## src/rtl/mem_wb_load_unit.sv

```systemverilog
// MEM->WB boundary register with data-RAM load tracking.
// Captures the MEM writeback bundle, waits for the RAM response of an issued
// access, aligns and extends load data, stalls upstream while an access is in
// flight, and discards responses that belong to a flushed access.
module mem_wb_load_unit #(
    parameter int CP0_ADDR_WIDTH = 8
) (
    input  logic                      clk,
    input  logic                      rst,
    input  logic                      stall_in,
    input  logic                      flush,
    input  logic                      mem_read_flag_in,
    input  logic                      mem_write_flag_in,
    input  logic                      mem_sign_ext_flag_in,
    input  logic [3:0]                mem_sel_in,
    input  logic [31:0]               result_in,
    input  logic                      write_reg_en_in,
    input  logic [4:0]                write_reg_addr_in,
    input  logic                      hilo_write_en_in,
    input  logic [31:0]               hi_in,
    input  logic [31:0]               lo_in,
    input  logic                      cp0_write_en_in,
    input  logic [CP0_ADDR_WIDTH-1:0] cp0_addr_in,
    input  logic [31:0]               cp0_write_data_in,
    input  logic [31:0]               debug_pc_addr_in,
    input  logic                      ram_resp_valid,
    input  logic [31:0]               ram_rdata,
    output logic                      stall_req,
    output logic                      write_reg_en_out,
    output logic [4:0]                write_reg_addr_out,
    output logic [31:0]               write_reg_data_out,
    output logic                      hilo_write_en_out,
    output logic [31:0]               hi_out,
    output logic [31:0]               lo_out,
    output logic                      cp0_write_en_out,
    output logic [CP0_ADDR_WIDTH-1:0] cp0_addr_out,
    output logic [31:0]               cp0_write_data_out,
    output logic [31:0]               debug_pc_addr_out
);

    typedef enum logic [1:0] {
        S_IDLE  = 2'd0,  // nothing outstanding
        S_WAIT  = 2'd1,  // access outstanding
        S_DONE  = 2'd2,  // response buffered, commit held by stall_in
        S_DRAIN = 2'd3   // flushed access outstanding, response discarded
    } state_e;

    // Writeback bundle, used both for the visible outputs and the pending copy.
    typedef struct packed {
        logic                      wr_en;
        logic [4:0]                wr_addr;
        logic [31:0]               wr_data;
        logic                      hilo_en;
        logic [31:0]               hi;
        logic [31:0]               lo;
        logic                      cp0_en;
        logic [CP0_ADDR_WIDTH-1:0] cp0_addr;
        logic [31:0]               cp0_data;
        logic [31:0]               pc;
    } wb_t;

    // Access descriptor needed to align the response.
    typedef struct packed {
        logic [1:0] addr_lo;
        logic [3:0] sel;
        logic       sext;
        logic       read;
    } acc_t;

    state_e      state_q, state_d;
    wb_t         out_q, out_d;
    wb_t         pend_q, pend_d;
    acc_t        acc_q, acc_d;
    logic [31:0] rdata_q, rdata_d;

    wb_t         in_b;
    wb_t         commit_b;
    logic [31:0] src_word;
    logic [7:0]  lane_b;
    logic [15:0] lane_h;
    logic        ext_ok;
    logic [31:0] ext_data;

    // Pack the MEM-stage inputs into a bundle.
    always_comb begin
        in_b          = '0;
        in_b.wr_en    = write_reg_en_in;
        in_b.wr_addr  = write_reg_addr_in;
        in_b.wr_data  = result_in;
        in_b.hilo_en  = hilo_write_en_in;
        in_b.hi       = hi_in;
        in_b.lo       = lo_in;
        in_b.cp0_en   = cp0_write_en_in;
        in_b.cp0_addr = cp0_addr_in;
        in_b.cp0_data = cp0_write_data_in;
        in_b.pc       = debug_pc_addr_in;
    end

    // Align and extend the response word; flag misaligned or unknown sizes.
    always_comb begin
        src_word = (state_q == S_DONE) ? rdata_q : ram_rdata;
        lane_b   = src_word[{acc_q.addr_lo, 3'b000} +: 8];
        lane_h   = src_word[{acc_q.addr_lo[1], 4'b0000} +: 16];
        ext_ok   = 1'b0;
        ext_data = '0;
        case (acc_q.sel)
            4'b0001: begin
                ext_ok   = 1'b1;
                ext_data = {{24{acc_q.sext & lane_b[7]}}, lane_b};
            end
            4'b0011: begin
                if (!acc_q.addr_lo[0]) begin
                    ext_ok   = 1'b1;
                    ext_data = {{16{acc_q.sext & lane_h[15]}}, lane_h};
                end
            end
            4'b1111: begin
                if (acc_q.addr_lo == 2'b00) begin
                    ext_ok   = 1'b1;
                    ext_data = src_word;
                end
            end
            default: ;
        endcase
    end

    // Build the bundle committed when the access completes.
    always_comb begin
        commit_b = pend_q;
        if (!ext_ok) begin
            commit_b.wr_en   = 1'b0;
            commit_b.wr_data = '0;
        end else if (acc_q.read) begin
            commit_b.wr_data = ext_data;
        end else begin
            commit_b.wr_en   = 1'b0;
        end
    end

    // Next-state and register update logic.
    always_comb begin
        // NOTE: every target gets a default first so no path infers a latch.
        state_d = state_q;
        out_d   = out_q;
        pend_d  = pend_q;
        acc_d   = acc_q;
        rdata_d = rdata_q;

        if (flush) begin
            out_d  = '0;
            pend_d = '0;
            acc_d  = '0;
            case (state_q)
                S_WAIT:  state_d = ram_resp_valid ? S_IDLE : S_DRAIN;
                S_DRAIN: state_d = ram_resp_valid ? S_IDLE : S_DRAIN;
                default: state_d = S_IDLE;
            endcase
        end else begin
            case (state_q)
                S_IDLE: begin
                    if (!stall_in) begin
                        if (mem_read_flag_in || mem_write_flag_in) begin
                            pend_d        = in_b;
                            acc_d.addr_lo = result_in[1:0];
                            acc_d.sel     = mem_sel_in;
                            acc_d.sext    = mem_sign_ext_flag_in;
                            acc_d.read    = mem_read_flag_in;
                            out_d.wr_en   = 1'b0;
                            out_d.hilo_en = 1'b0;
                            out_d.cp0_en  = 1'b0;
                            state_d       = S_WAIT;
                        end else begin
                            out_d = in_b;
                        end
                    end
                end
                S_WAIT: begin
                    if (ram_resp_valid) begin
                        if (!stall_in) begin
                            out_d   = commit_b;
                            state_d = S_IDLE;
                        end else begin
                            rdata_d = ram_rdata;
                            state_d = S_DONE;
                        end
                    end
                end
                S_DONE: begin
                    if (!stall_in) begin
                        out_d   = commit_b;
                        state_d = S_IDLE;
                    end
                end
                S_DRAIN: begin
                    if (ram_resp_valid) begin
                        state_d = S_IDLE;
                    end
                end
                default: state_d = S_IDLE;
            endcase
        end
    end

    // State and data registers, cleared asynchronously.
    always_ff @(posedge clk or negedge rst) begin
        if (!rst) begin
            state_q <= S_IDLE;
            out_q   <= '0;
            pend_q  <= '0;
            acc_q   <= '0;
            rdata_q <= '0;
        end else begin
            // NOTE: non-blocking assignments so every register samples pre-edge values.
            state_q <= state_d;
            out_q   <= out_d;
            pend_q  <= pend_d;
            acc_q   <= acc_d;
            rdata_q <= rdata_d;
        end
    end

    assign stall_req          = (state_q != S_IDLE);
    assign write_reg_en_out   = out_q.wr_en;
    assign write_reg_addr_out = out_q.wr_addr;
    assign write_reg_data_out = out_q.wr_data;
    assign hilo_write_en_out  = out_q.hilo_en;
    assign hi_out             = out_q.hi;
    assign lo_out             = out_q.lo;
    assign cp0_write_en_out   = out_q.cp0_en;
    assign cp0_addr_out       = out_q.cp0_addr;
    assign cp0_write_data_out = out_q.cp0_data;
    assign debug_pc_addr_out  = out_q.pc;

endmodule

```

## config.mk

```make
export PLATFORM = sky130hd
export DESIGN_NAME = mem_wb_load_unit
export DESIGN_NICKNAME = d
export VERILOG_FILES = /design/src/rtl/mem_wb_load_unit.sv
export SDC_FILE = /design/constraint.sdc
export NUM_CORES = 1
export LEC_CHECK = 0
export ABC_CLOCK_PERIOD_IN_PS = 2360
export CORE_MARGIN = 5
export CORE_UTILIZATION = 45
export CTS_CLUSTER_SIZE = 16
export DETAILED_ROUTE_END_ITERATION = 12
export GPL_ROUTABILITY_DRIVEN = 0
export PLACE_DENSITY_LB_ADDON = 0.2
export SYNTH_ARGS = -nofsm -noshare
export SYNTH_HDL_FRONTEND = slang
export SYNTH_SLANG_ARGS = --single-unit
```

## constraint.sdc

```tcl
create_clock -name clk -period 2.36 [get_ports clk]
set_input_delay 0.472 -clock clk [delete_from_list [all_inputs] [get_ports clk]]
set_output_delay 0.472 -clock clk [all_outputs]
set_load 0.02 [all_outputs]
```

# After elaboration in Yosys (flattened, before gate mapping)
# Cells that the tools add are included.
# classes
eq_ne	13
n_reduce_logical	13
mux	40
div_mod_pow	0
shift	2
n_addsub	0
multipliers	0
bitwise_logic	3
magnitude_cmp	0
# op_table
operator	count
176-bit two-way mux	8
176-bit one-hot mux with 3 select lines	1
32-bit two-way mux	5
32-bit one-hot mux with 3 select lines	1
72-bit two-way mux	1
64-bit two-way mux	1
37-bit two-way mux	1
8-bit two-way mux	4
32-bit by 6-bit variable part select with 16-bit output	1
32-bit by 6-bit variable part select with 8-bit output	1
2-bit two-way mux	9
3-bit inequality test (second input constant)	6
2-bit one-hot mux with 4 select lines	1
4-bit AND reduction	2
1-bit two-way mux	7
3-bit AND reduction	2
2-bit nonzero test	3
5-bit AND reduction	1
2-bit == test (second input constant)	2
4-bit by 1-bit == test with 1-bit output (second input constant)	1
4-bit by 2-bit == test with 1-bit output (second input constant)	1
4-bit == test (second input constant)	1
2-bit zero test	2
4-bit nonzero test	1
other kinds (7)	8
# totals
mem_bits_ro	0
latchBits	0
register_bits	394
mem_bits_rw	0
out_inout_bits	177
memories	0
input_bits	220

# Logic depth before layout (Yosys ltp)
# Gate-level depths: netlist (run 1).
# depth
word_depth	12
ltp_mapped	11
ltp_nobuf	7

# Worst setup path before layout (run 1)
# No wires, ideal clock.
# synth_path
path_type	flip-flop to flip-flop
from	register state_q[0]
to	register out_q, in the netlist write_reg_data_out[7]
t_required_ns	2.233
setup_ns	0.127
setup_slack_ns	0.162
period_less_slack_ns	2.198
t_arrival_ns	2.071
path_stages_with_launch	11
path_cell_list	dfrtp_1 -> inv_1 -> ha_1 -> buf_4 -> or3_4 -> a41oi_4 -> or2_2 -> buf_6 -> buf_2 -> o31a_1 -> o31ai_1
# synth_between
elab_chain_cells	11
elab_cells_between_ends	20
cone_classes	eq/ne: 5; shift: 2; mux: 10; reduce/logical: 3
# synth_rtl
item	line	text
start, declared	70	state_e state_q, state_d;
start signal, assigned	214	state_q <= state_d;
2-bit == test	101, 159	
32-bit two-way mux	101	src_word = (state_q == S_DONE) ? rdata_q : ram_rdata;
32-bit by 6-bit variable part select with 16-bit output	103	lane_h = src_word[{acc_q.addr_lo[1], 4'b0000} +: 16];
32-bit two-way mux	112	if (!acc_q.addr_lo[0]) begin
32-bit one-hot mux with 3 select lines	106	case (acc_q.sel)
32-bit two-way mux	133	end else if (acc_q.read) begin
32-bit two-way mux	130	if (!ext_ok) begin
176-bit two-way mux	179, 189	
176-bit two-way mux	178	if (ram_resp_valid) begin
176-bit one-hot mux with 3 select lines	159	case (state_q)
176-bit two-way mux	149	if (flush) begin
end signal, assigned	215	out_q <= out_d;
end, declared	71	wb_t out_q, out_d;
# Several ways; a longest one is shown, not always the timed one. The select of a mux whose other input is x is not followed.
# A chain may end at the register's enable or synchronous reset.

# Final worst setup path (run 1)
# layout_path
from	register state_q[0]
to	register out_q, in the netlist write_reg_data_out[20]
# layout_between
elab_chain_cells	12
elab_cells_between_ends	22
cone_classes	eq/ne: 5; shift: 2; mux: 10; bitwise: 2; reduce/logical: 3
# layout_rtl
item	line	text
2-bit == test	101, 159	
32-bit two-way mux	101	
32-bit by 6-bit variable part select with 16-bit output	103	
1-bit bitwise AND	114	ext_data = {{16{acc_q.sext & lane_h[15]}}, lane_h};
32-bit two-way mux	112	
32-bit one-hot mux with 3 select lines	106	
32-bit two-way mux	133	
32-bit two-way mux	130	
176-bit two-way mux	179, 189	
176-bit two-way mux	178	
176-bit one-hot mux with 3 select lines	159	
176-bit two-way mux	149	
# Several ways; a longest one is shown, not always the timed one. The select of a mux whose other input is x is not followed.

==> out/metrics.cfg, run 1 <==
[status]
status = finished clean

[yosys]
synth_area_leaders = dfrtp_1, mux2i_1, nand2_1
synth_edf_count = 0
syn_inst = 1897
synthDistinctLibCells = 47
yosysSeqAreaShare_pct = 51.2
synth_top_area_cell = dfrtp_1
synth_area_per_cell_um2 = 10.1
synth_ff_type = dfrtp_1
synth_area_um2 = 19100
ys_ff_latch = 392
synth_nets = 2121
yosysWarnings = 0
yosysTopAreaCellShare_pct = 51.2
async_reset_ff_share_pct = 100

[timing]
drv_slew = 0
period_needed_ps = 2320
worst_pin_slew_ps = 704
rsz0062_at_grt = yes
max_slew_margin_pct = 52.7
finalCritPeriodShare_pct = 98.3
max_freq_mhz = 431
hold_viol_final = 0
finClkSkew_ps = 25.0
fin_setup_tns_ps = 0
finalSetupViolations = 0

[critical_path]
ff2ff_path_depth = 9
timing.rr.end = write_reg_data_out[20]
cp_max_fo = 25
critical_path_arrival_ps = 2770
start_kind = flip-flop
reg2reg_from = state_q[0]
crit_type = flip-flop to flip-flop
end_kind = flip-flop
worst_ep_required_time_ps = 2810
reg2reg_slack_ps = 40

[floorplan]
core-area_um2 = 42000
dieArea_um2 = 46800
rows = 75
initial_core_util_pct = 45.5
die_h_um = 216
pin_count = 397
die_x_um = 216

[clock_network]
cts_tree = built
htreeDepth = 2
cts_buffers = 43
insertion_delay_ps = 570
clk_path_buf_depth = 3
cts_sinks = 392
cts_root_buf = clkbuf_16
clk_pin_slew_ps = 60

[placement]
dp_cells = 2753
hpwlAfterDp_mm = 38.7
io_buffer_count = 396
dpl_cell_area_um2 = 24100

[final_layout]
fin_util_pct = 61.1
nets = 2488
regArea_um2 = 9810
multi_input_area_um2 = 8490
final_area_um2 = 25700
post_route_cells_drive_above_1_share_pct = 8.37
synthToLayoutAreaGrowth_pct = 34.1
fill_cells = 3456
layout.cells.non_filler = 2833

[power]
p_leak_uw = 0.0108
finalPower_uw = 32400
irDropWorstVdd_uv = 721
power.density_nw_per_um2 = 1260

[detailed_routing]
post_drt_wl_per_cell_um = 19.8
drcViolationCount = 0
met2_length_mm = 26.3
wl_met3_mm = 3.64
vias_per_cell = 5.48
antenna_left = 0
drt_iter0_drc = 1362
wl_met1_mm = 24.3
vias = 15500
wl_mm = 56.0
first_pass_iters = 5
topRoutingLayerUsed = met5

[run]
drv_cap = 0

[grt]
grt_pass1_wl_mm = 89.2
grt_max_degree = 115
overflow = 0
grt.total_usage_pct = 23.5
grt_pass1_vias = 15700
antenna_found_initial = 2

[min_path]
whs_endpoint = acc_q[0]
hold_start = flush
min_path_type = primary input to flip-flop
hold_path_depth = 3

==> cell usage in the layout (no fill, tap or decap), types with 14 or more instances in the layout <==
| master | count |
|---|---|
| o31a_1 | 20 |
| o31ai_1 | 163 |
| o21ai_0 | 213 |
| nor2b_1 | 17 |
| buf_4 | 50 |
| clkdlybuf4s50_1 | 393 |
| dfrtp_1 | 392 |
| o221ai_1 | 17 |
| nand2b_1 | 188 |
| mux4_2 | 14 |
| inv_1 | 23 |
| mux2i_1 | 169 |
| buf_12 | 35 |
| mux2_1 | 22 |
| nor2_1 | 42 |
| a21oi_1 | 23 |
| nand2_1 | 338 |
| clkbuf_16 | 47 |
==> kinds of logic (layout without fill, tap and decap cells) <==
family,Yosys count,count (layout),share of synthesized area [%]
AOI/OAI and AO/OA,482,482,16.3
adders and majority gates,4,4,0.261
buffers and inverters,189,585,4.61
DFF,392,392,51.2
muxes,219,219,12.6
other,0,1,0
and+or+nand+nor,611,611,15.0
==> metal layers <==
metal,GRT usage [%],vias up
li1,-,7368
met1,32.6,7540
met2,37.4,525
met3,4.63,96
met4,7.44,4
met5,1.15,-
==> metrics by stage <==
| stage | worst slack (ps) | hold WS, ps |
|---|---|---|
| after global routing | -21.8 | 333 |
| after global placement | 33.6 | 389 |
| after detailed placement | -47.3 | 389 |
| after CTS | 40.3 | 302 |
| after floorplan | 162 | 176 |
| final | 39.3 | 333 |
==> registers in the layout, summed over array words and instances, names as in the netlist, 5 cells and up <==
| signal | cells |
|---|---|
| write_reg_data_out | 32 |
| commit_b | 143 |
| acc_q | 6 |
| rdata_q | 32 |
| hi_out | 32 |
| write_reg_addr_out | 5 |
| debug_pc_addr_out | 32 |
| cp0_addr_out | 8 |
| lo_out | 32 |
| cp0_write_data_out | 32 |
| pend_q | 33 |
==> cell usage after synthesis, types with 2 or more instances <==
library cell / count
dfrtp_1: 392
nand2_1: 338
o21ai_0: 213
nand2b_1: 188
mux2i_1: 170
o31ai_1: 163
clkbuf_1: 97
nor2_1: 43
buf_2: 27
buf_4: 27
inv_1: 24
a21oi_1: 23
mux2_1: 22
o31a_1: 20
nor2b_1: 17
o221ai_1: 17
mux4_2: 14
mux2_2: 13
nor3_1: 12
buf_1: 9
o22ai_1: 9
o21a_1: 7
o32ai_1: 7
a32o_1: 6
buf_6: 5
a21boi_0: 4
ha_1: 4
nand3_1: 3
a211oi_1: 2
a22oi_1: 2
and2_1: 2
nand4_1: 2
==> report_power, final <==
part	internal [uW]	leakage (uW)	switching, uW	total [uW]
clock	4070	0.000691	2710	6780
combinational	7040	0.00500	8160	15200
sequential	8930	0.00510	1540	10500
total	20000	0.0108	12400	32400
==> cell type report <==
| cell class | instances | share of cell area [%] |
|---|---|---|
| diodes | 1 | 0.00975 |
| repair buffers | 487 | 20.2 |
| multi-input cells | 1316 | 33.1 |
| inverters | 24 | 0.351 |
| flip-flops and latches | 392 | 38.2 |
| clock inverters | 5 | 0.302 |
| well taps | 539 | 2.63 |
| clock buffers | 69 | 5.21 |
==> worst max path at each step <==
stage / endpoint / slack [ps] / from / cells after the start
floorplan: write_reg_data_out[7] / 160 / state_q[0] / 10
global placement: lo_out[12] / 30 / mem_write_flag_in / 8
detailed placement: write_reg_data_out[20] / -50 / ram_rdata[7] / 7
CTS: hi_out[22] / 40 / state_q[1] / 9
global route: write_reg_data_out[17] / -20 / state_q[1] / 9
finish: write_reg_data_out[20] / 40 / state_q[0] / 9
==> critical path, cell delays in order, from the launching register on <==
cell	delay (ps)
dfrtp_1	390
buf_4	150
ha_2	200
or3_4	350
a41oi_4	220
buf_4	330
nor2_1	90
buf_4	190
o21a_1	120
o32ai_1	140
==> repair_timing <==
| item | in CTS | in global routing |
|---|---|---|
| hold buffers | 1 | 0 |
| buffers inserted | 0 | 2 |
| endpoints found under the hold margin | 27 | 0 |
| setup endpoints to repair | 4 | 39 |
| resized for setup | 3 | 5 |
| gates cloned | 0 | 2 |
Power figures use the tool's default switching activity.
==> run 2: changes to the inputs <==
--- a/config.mk
+++ b/config.mk
@@ -6,7 +6,7 @@
 export NUM_CORES = 1
 export LEC_CHECK = 0
 export ABC_CLOCK_PERIOD_IN_PS = 2360
-export CORE_MARGIN = 5
+export CORE_MARGIN = 2
 export CORE_UTILIZATION = 45
 export CTS_CLUSTER_SIZE = 16
 export DETAILED_ROUTE_END_ITERATION = 12
==> out/metrics.cfg, run 2 (synthesis results as in run 1) <==
[floorplan]
initial_core_util_pct = 45.6
die_x_um = 210
pin_count = 397
rows = 75
core-area_um2 = 41900
dieArea_um2 = 44200
die_h_um = 210

[final_layout]
post_route_cells_drive_above_1_share_pct = 9.12
fill_cells = 3465
largest_reg_flops = 143
final_area_um2 = 25700
synthToLayoutAreaGrowth_pct = 34.4
nets = 2503
layout_commonest_cell = clkdlybuf4s50_1
most-common-layout-cells = clkdlybuf4s50_1, dfrtp_1, nand2_1, o21ai_0, nand2b_1

[clock_network]
clk_path_buf_depth = 3
clk_pin_slew_ps = 60
cts_sinks = 392
cts_root_buf = clkbuf_16
cts_buffers = 44
htreeDepth = 2
cts_tree = built
insertion_delay_ps = 560

[grt]
grt.total_usage_pct = 24.4
overflow = 0
antenna_found_initial = 5
grt_max_degree = 140
grt_pass1_wl_mm = 85.7
grt_pass1_vias = 15400

[detailed_routing]
vias_per_cell = 5.47
first_pass_iters = 5
antenna_left = 0
drcViolationCount = 0
vias = 15600
post_drt_wl_per_cell_um = 19.3
wl_mm = 55.0
drt_iter0_drc = 1142

[min_path]
min_path_type = primary input to asynchronous set/reset pin

[critical_path]
cpPeakStageDelay_ps = 430
worstPathCellList = ha_4 > clkbuf_2 > or3_4 > a41oi_4 > or2_4 > buf_4 > buf_4 > clkbuf_16 > o31a_1 > o31ai_1
cp_max_fo = 16
worst_ep_required_time_ps = 2800
cp_common_cell = buf_4
end_kind = flip-flop
reg2reg_slack_ps = 80
start_kind = flip-flop
critical_path_arrival_ps = 2720
crit_type = flip-flop to flip-flop
timing.rr.end = write_reg_data_out[25]
reg2reg_from = state_q[1]
ff2ff_path_depth = 10
cpMaxStageDelayCell = dfrtp_2

[timing]
drv_slew = 0
rsz0062_at_grt = no
hold_viol_final = 0
worst_pin_slew_ps = 774
period_needed_ps = 2280
max_freq_mhz = 439
finClkSkew_ps = 9.12
finalSetupViolations = 0
finalCritPeriodShare_pct = 96.5
max_slew_margin_pct = 48.0
worst_slack_ps = 82.8

[power]
p_leak_uw = 0.0109
power.density_nw_per_um2 = 1270
irDropWorstVdd_uv = 1060

[placement]
pre_cts_slack_ps = -110
io_buffer_count = 396
dpl_cell_area_um2 = 24100
hpwlAfterDp_mm = 37.3

[run]
drv_cap = 0

[status]
status = finished clean

-- run 2: cell type report --
cell class	count	area, um^2	area share (%)
flip-flops and latches	392	9810	38.1
multi-input cells	1316	8490	33.0
repair buffers	501	5220	20.3
clock buffers	72	1380	5.35
well taps	539	674	2.62
inverters	24	90.1	0.350
clock inverters	8	65.1	0.253
diodes	3	7.51	0.0292
-- run 2: through the flow --
step	hold WS [ps]	utilization (%)	std cells	power, uW	setup TNS [ps]
after global routing	464	61.3	2855	34400	0
after CTS	434	61.0	2841	32500	0
after floorplan	176	-	1897	19100	0
after global placement	443	57.5	2760	25300	-56.3
after detailed placement	446	57.5	2760	25600	-2240
final	434	61.3	2855	32600	0
-- run 2: timing repair --
action / 4_1_cts / 5_1_grt
setup buffers: 0 / 9
hold buffers: 1 / 0
pin swaps: 0 / 3
endpoints found under the setup margin: 4 / 16
resized for setup: 2 / 6
gates cloned: 0 / 2
endpoints found under the hold margin: 45 / 0
-- run 2: critical path, delay by kind of cell (launching register included) --
| family | cells | cell delay [ps] |
|---|---|---|
| adder cells (fa/ha/maj) | 1 | 180 |
| buffers and inverters | 4 | 580 |
| AND/OR/NAND/NOR | 2 | 580 |
| flip-flops | 1 | 430 |
| AO/OA/AOI/OAI | 3 | 380 |
-- run 2: worst max-delay path by stage --
stage                         startpoint                      to  slack [ps]  cells past startpoint
after floorplan               state_q[0]   write_reg_data_out[7]         160                     10
final                         state_q[1]  write_reg_data_out[25]          80                     10
after global routing          state_q[1]   cp0_write_data_out[7]          10                     10
after global placement    ram_resp_valid   debug_pc_addr_out[13]         -20                      7
after CTS                     state_q[1]  write_reg_data_out[19]          60                      9
after detailed placement  ram_resp_valid              lo_out[12]        -110                      7
-- run 2: where the power goes --
group          internal [uW]  switching (uW)
registers               8940            1490
logic                   7200            8220
clock network           4080            2730
-- run 2: routing by layer --
metal | vias to the layer above | share of wire [%] | GRT usage, %
met5 | - | 0.19 | 1.11
met4 | 6 | 3.3 | 9.81
met3 | 97 | 5.9 | 4.13
met2 | 500 | 47 | 39.0
met1 | 7594 | 43 | 33.3
li1 | 7412 | - | -
